### src/rtl/flashrom_arb_pkg.sv
// Shared types and constants for the two-requester flash ROM read arbiter.
package flashrom_arb_pkg;

    typedef enum logic [1:0] {
        ST_IDLE = 2'd0,
        ST_REQ  = 2'd1,
        ST_RESP = 2'd2
    } state_t;

    localparam logic [31:0] DEFAULT_ERR_DATA = 32'hDEAD_BEEF;
    localparam int          NUM_REQ          = 2;
    localparam int          TO_CNT_W         = 16;

endpackage

### src/rtl/flashrom_arb_rr_arbiter2.sv
// Two-way round-robin grant: combinational pick, pointer updated on accept.
import flashrom_arb_pkg::*;

module rr_arbiter2 (
    input  logic               clk,
    input  logic               reset,
    input  logic [NUM_REQ-1:0] valid,
    input  logic               accept,
    output logic               grant,
    output logic               any_valid
);

    logic last_grant;

    always_comb begin
        any_valid = |valid;
        grant     = 1'b0;
        case (valid)
            2'b01:   grant = 1'b0;
            2'b10:   grant = 1'b1;
            2'b11:   grant = ~last_grant;
            default: grant = 1'b0;
        endcase
    end

    // Pointer starts at 1 so requester 0 wins the first tie.
    always_ff @(posedge clk or posedge reset) begin
        if (reset)
            last_grant <= 1'b1;
        else if (accept)
            last_grant <= grant;
    end

endmodule

### src/rtl/flashrom_arb.sv
// Round-robin arbiter sharing one single-beat flash read port between two requesters.
// Optional downstream timeout recovery is enabled with FLASHROM_ARB_TIMEOUT_EN.
import flashrom_arb_pkg::*;

module flashrom_arb #(
    parameter int          ADDR_W         = 24,
    parameter int          TIMEOUT_CYCLES = 1024,
    parameter logic [31:0] ERR_DATA       = DEFAULT_ERR_DATA
) (
    input  logic              clk,
    input  logic              reset,
    input  logic              s0_valid,
    input  logic [ADDR_W-1:0] s0_addr,
    output logic              s0_ready,
    output logic [31:0]       s0_rdata,
    input  logic              s1_valid,
    input  logic [ADDR_W-1:0] s1_addr,
    output logic              s1_ready,
    output logic [31:0]       s1_rdata,
    output logic              m_valid,
    output logic [ADDR_W-1:0] m_addr,
    input  logic              m_ready,
    input  logic [31:0]       m_rdata,
    output logic              busy,
    output logic              owner,
    output logic              timeout_err
);

    localparam logic [TO_CNT_W-1:0] TO_LIMIT = TO_CNT_W'(TIMEOUT_CYCLES - 1);

    state_t      state, state_next;
    logic        grant, any_valid, accept;
    logic        expired, to_flag;
    logic [31:0] rd_next;

    assign accept  = (state == ST_IDLE) && any_valid;
    assign rd_next = m_ready ? m_rdata : ERR_DATA;

    rr_arbiter2 u_rr (
        .clk       (clk),
        .reset     (reset),
        .valid     ({s1_valid, s0_valid}),
        .accept    (accept),
        .grant     (grant),
        .any_valid (any_valid)
    );

`ifdef FLASHROM_ARB_TIMEOUT_EN
    logic [TO_CNT_W-1:0] to_cnt;

    assign expired = (to_cnt == TO_LIMIT);

    // Counter runs only while waiting in REQ; to_flag marks the RESP cycle as an error.
    always_ff @(posedge clk or posedge reset) begin
        if (reset) begin
            to_cnt  <= '0;
            to_flag <= 1'b0;
        end else if (accept) begin
            to_cnt  <= '0;
            to_flag <= 1'b0;
        end else if (state == ST_REQ) begin
            to_cnt  <= to_cnt + 1'b1;
            to_flag <= expired && !m_ready;
        end
    end
`else
    logic [TO_CNT_W-1:0] unused_to_limit;

    assign unused_to_limit = TO_LIMIT;
    assign expired         = 1'b0;
    assign to_flag         = 1'b0;
`endif

    always_ff @(posedge clk or posedge reset) begin
        if (reset)
            state <= ST_IDLE;
        else
            state <= state_next;
    end

    always_comb begin
        state_next = state;
        case (state)
            ST_IDLE: if (any_valid) state_next = ST_REQ;
            ST_REQ:  if (m_ready || expired) state_next = ST_RESP;
            ST_RESP: state_next = ST_IDLE;
            default: state_next = ST_IDLE;
        endcase
    end

    always_comb begin
        m_valid     = (state == ST_REQ);
        busy        = (state != ST_IDLE);
        s0_ready    = (state == ST_RESP) && !owner;
        s1_ready    = (state == ST_RESP) && owner;
        timeout_err = (state == ST_RESP) && to_flag;
    end

    // Address and owner latch at grant; each rdata only changes on its own completion.
    always_ff @(posedge clk or posedge reset) begin
        if (reset) begin
            owner    <= 1'b0;
            m_addr   <= '0;
            s0_rdata <= '0;
            s1_rdata <= '0;
        end else begin
            case (state)
                ST_IDLE: begin
                    if (any_valid) begin
                        owner  <= grant;
                        m_addr <= grant ? s1_addr : s0_addr;
                    end
                end
                ST_REQ: begin
                    if (m_ready || expired) begin
                        if (owner)
                            s1_rdata <= rd_next;
                        else
                            s0_rdata <= rd_next;
                    end
                end
                default: ;
            endcase
        end
    end

endmodule

### config.mk
export PLATFORM = sky130hd
export DESIGN_NAME = flashrom_arb
export DESIGN_NICKNAME = d
export VERILOG_FILES = /design/src/rtl/flashrom_arb_pkg.sv /design/src/rtl/flashrom_arb_rr_arbiter2.sv /design/src/rtl/flashrom_arb.sv
export SDC_FILE = /design/constraint.sdc
export NUM_CORES = 1
export LEC_CHECK = 0
export ABC_AREA = 1
export BUFFER_PORTS_ARGS = -buffer_cell sky130_fd_sc_hd__buf_4
export CORE_MARGIN = 1.5
export CORE_UTILIZATION = 30
export CTS_CLUSTER_DIAMETER = 30
export DETAILED_ROUTE_END_ITERATION = 7
export PLACE_DENSITY = 0.6
export SKIP_CTS_REPAIR_TIMING = 1
export SYNTH_ARGS = -nofsm -noshare
export SYNTH_HDL_FRONTEND = slang
export SYNTH_SLANG_ARGS = --single-unit
export TNS_END_PERCENT = 20
### constraint.sdc
create_clock -name clk -period 3.5 [get_ports clk]
set_input_delay 0.175 -clock clk [delete_from_list [all_inputs] [get_ports clk]]
set_output_delay 0.175 -clock clk [all_outputs]
set_load 0.01 [all_outputs]
==> impl_metrics.yaml <==
status:
  status: "completed"
grt:
  grt_start_max_net_pins: 83
  grt_pass1_wl_um: 19840
  grt_usage_pct: 17.18
  grt_overflow: 0
  grt_pass1_vias: 3991
  antenna_found_initial: 0
setup_path:
  cp-end-kind: "register"
  path_max_fanout: 26
  arrival_ns: 2.19
  r2r_start: "u_rr.last_grant"
  startpoint: "u_rr.last_grant"
  ff2ff_path_depth: 5
  rrSetupSlack_ns: 1.54
  r2r-end: "m_addr[11]"
  cp.required_ns: 3.73
  crit_path_start_kind: "register"
  critPathKind: "register to register"
synth:
  synth_top_area_share_pct: 53.97
  synthArstFlopShare_pct: 100.0
  yosysTopAreaCell: "dfrtp_1"
  synth_edf_count: 0
  synth_nets: 600
  ys_seq_area_share_pct: 54.60
  synthTopCellsByArea: "dfrtp_1, nand2_1, nand4_1"
  yosysWarnings: 0
  synthTopCellsByCount: "nand2_1, dfrtp_1, nand4_1, inv_1, nand3_1"
  synth_most_common_cell: "nand2_1"
  yosysUniqueCellTypes: 19
  syn_inst: 515
  synth_area_per_cell_um2: 8.192
  synthFlopType: "dfrtp_1"
  ys_ff_latch: 92
  synth_area_mm2: 0.004219
timing:
  fin_hold_ws_ns: 0.08646
  min_period_over_period_pct: 55.86
  setup_viol_count_final: 0
  final.setup_skew_ns: 0.009485
  tightest_slew_ns: 1.022
  slew_viol_final: 0
  slew_headroom_pct: 31.87
  finalSetupTns_ns: 0
  hold_violations: 0
  max_freq_ghz: 0.5115
  rsz0062_at_grt: "false"
  fin_crit_ns: 1.955
cells_and_area:
  final_nets: 754
  fill_cells: 1354
  final_util_pct: 42.98
  diodes: 0
  drive_gt1_share_pct: 31.01
  final_cells: 854
  syn_to_final_growth_pct: 40.87
cts:
  htreeDepth: 3
  insertion_delay_ns: 0.35
  cts_tree: "done"
  path_clk_slew_ns: 0.07
  cts-root-buf: "clkbuf_16"
  cts_buffers: 9
  clock-sinks: 92
  cts_buffer_depth: 2
place:
  dpl.cell_count: 838
  numPortBuffers: 177
  gp_congestion: 0.7752
  dp_hpwl_um: 8311
power_and_ir_drop:
  power.density_mw_per_mm2: 875.9
  cellLeakagePower_nw: 3.370
  vdd_drop_max_mv: 0.2634
drt:
  avgRoutedWirePerCell_um: 14.41
  drc_errors: 0
  drt_iter0_markers: 314
  drt_first_pass_iters: 6
  ant_nets: 0
  drt_wl_total_um: 12300
  vias: 4079
  via_per_inst: 4.776
die:
  row_count: 43
  die_h_um: 121.6
  coreArea_mm2: 0.01383
  floorplan.initialDensity_pct: 30.51
  die-area_mm2: 0.01478
  dieWidth_um: 121.6
  io_pins: 179
hold_path:
  holdCritPathClass: "primary input to asynchronous set/reset pin"
run:
  cap_violations: 0
cell families after synthesis:
| kind of cell | after synthesis | share of synthesized area (%) |
|---|---|---|
| simple gates | 328 | 35.47 |
| buf+inv | 93 | 9.727 |
| flops | 92 | 54.60 |
| compound gates | 1 | 0.1185 |
| other cells | 1 | 0.08888 |
how the worst max path moves through the flow:
stage,end,slack (ns),depth (start not counted)
6_report,m_addr[11],1.54,5
5_1_grt,m_addr[11],1.32,5
4_1_cts,m_addr[11],1.52,5
3_3_place_gp,m_addr[11],1.55,5
2_1_floorplan,m_addr[0],0.93,1
3_5_place_dp,m_addr[11],1.51,5
power breakdown:
part	switching, mW	internal [mW]
combinational	1.29	0.970
sequential	0.303	1.57
clock	0.412	0.667
total	2.00	3.20
worst max-delay path, cell delays in order, from the launching register on:
cell and delay, ns:
dfstp_2 0.53, nand2_2 0.29, nand2_1 0.70, nand2_1 0.11
nand3_1 0.15, nand2_1 0.06
registers in the layout, summed over array words and instances (netlist names):
name / cells
owner: 1
u_rr.last_grant: 1
s0_rdata: 32
state: 2
s1_rdata: 32
m_addr: 24
routing by layer:
layer / GRT usage [%] / share of wire, % / up-vias
li1: - / - / 1969
met4: 7.206 / 1.9 / 0
met1: 21.67 / 44 / 1929
met2: 27.90 / 46 / 164
met5: 0 / 0 / -
met3: 4.588 / 8.6 / 17
stage by stage:
step                setup slack (ns)  instance area [µm²]  total power [mW]
floorplan                     0.9347                 4219             3.069
global placement               1.547                 5608             4.133
detailed placement             1.514                 5608             4.176
CTS                            1.517                 5943             5.283
global route                   1.323                 5943             5.595
finish                         1.545                 5943             5.205
cells in the final DEF (no fill, tap or decap), drive strengths merged:
cell / count
inv: 55
dfstp: 1
bufinv: 2
o21ai: 1
dfrtp: 91
conb: 1
buf: 182
nor3: 3
clkbuf: 11
nand4: 65
nand3: 50
clkinv: 2
nor2: 3
nand2: 207
area by class of cell:
type / count / area [µm²] / area share (%)
well taps: 180 / 225.2 / 3.789
multi-input cells: 330 / 1505 / 25.33
clock buffers: 11 / 252.7 / 4.253
repair buffers: 182 / 1366 / 22.99
inverters: 54 / 207.7 / 3.495
flip-flops and latches: 92 / 2303 / 38.76
clock inverters: 5 / 82.58 / 1.389
No activity file was read; power rests on OpenSTA's default activity.
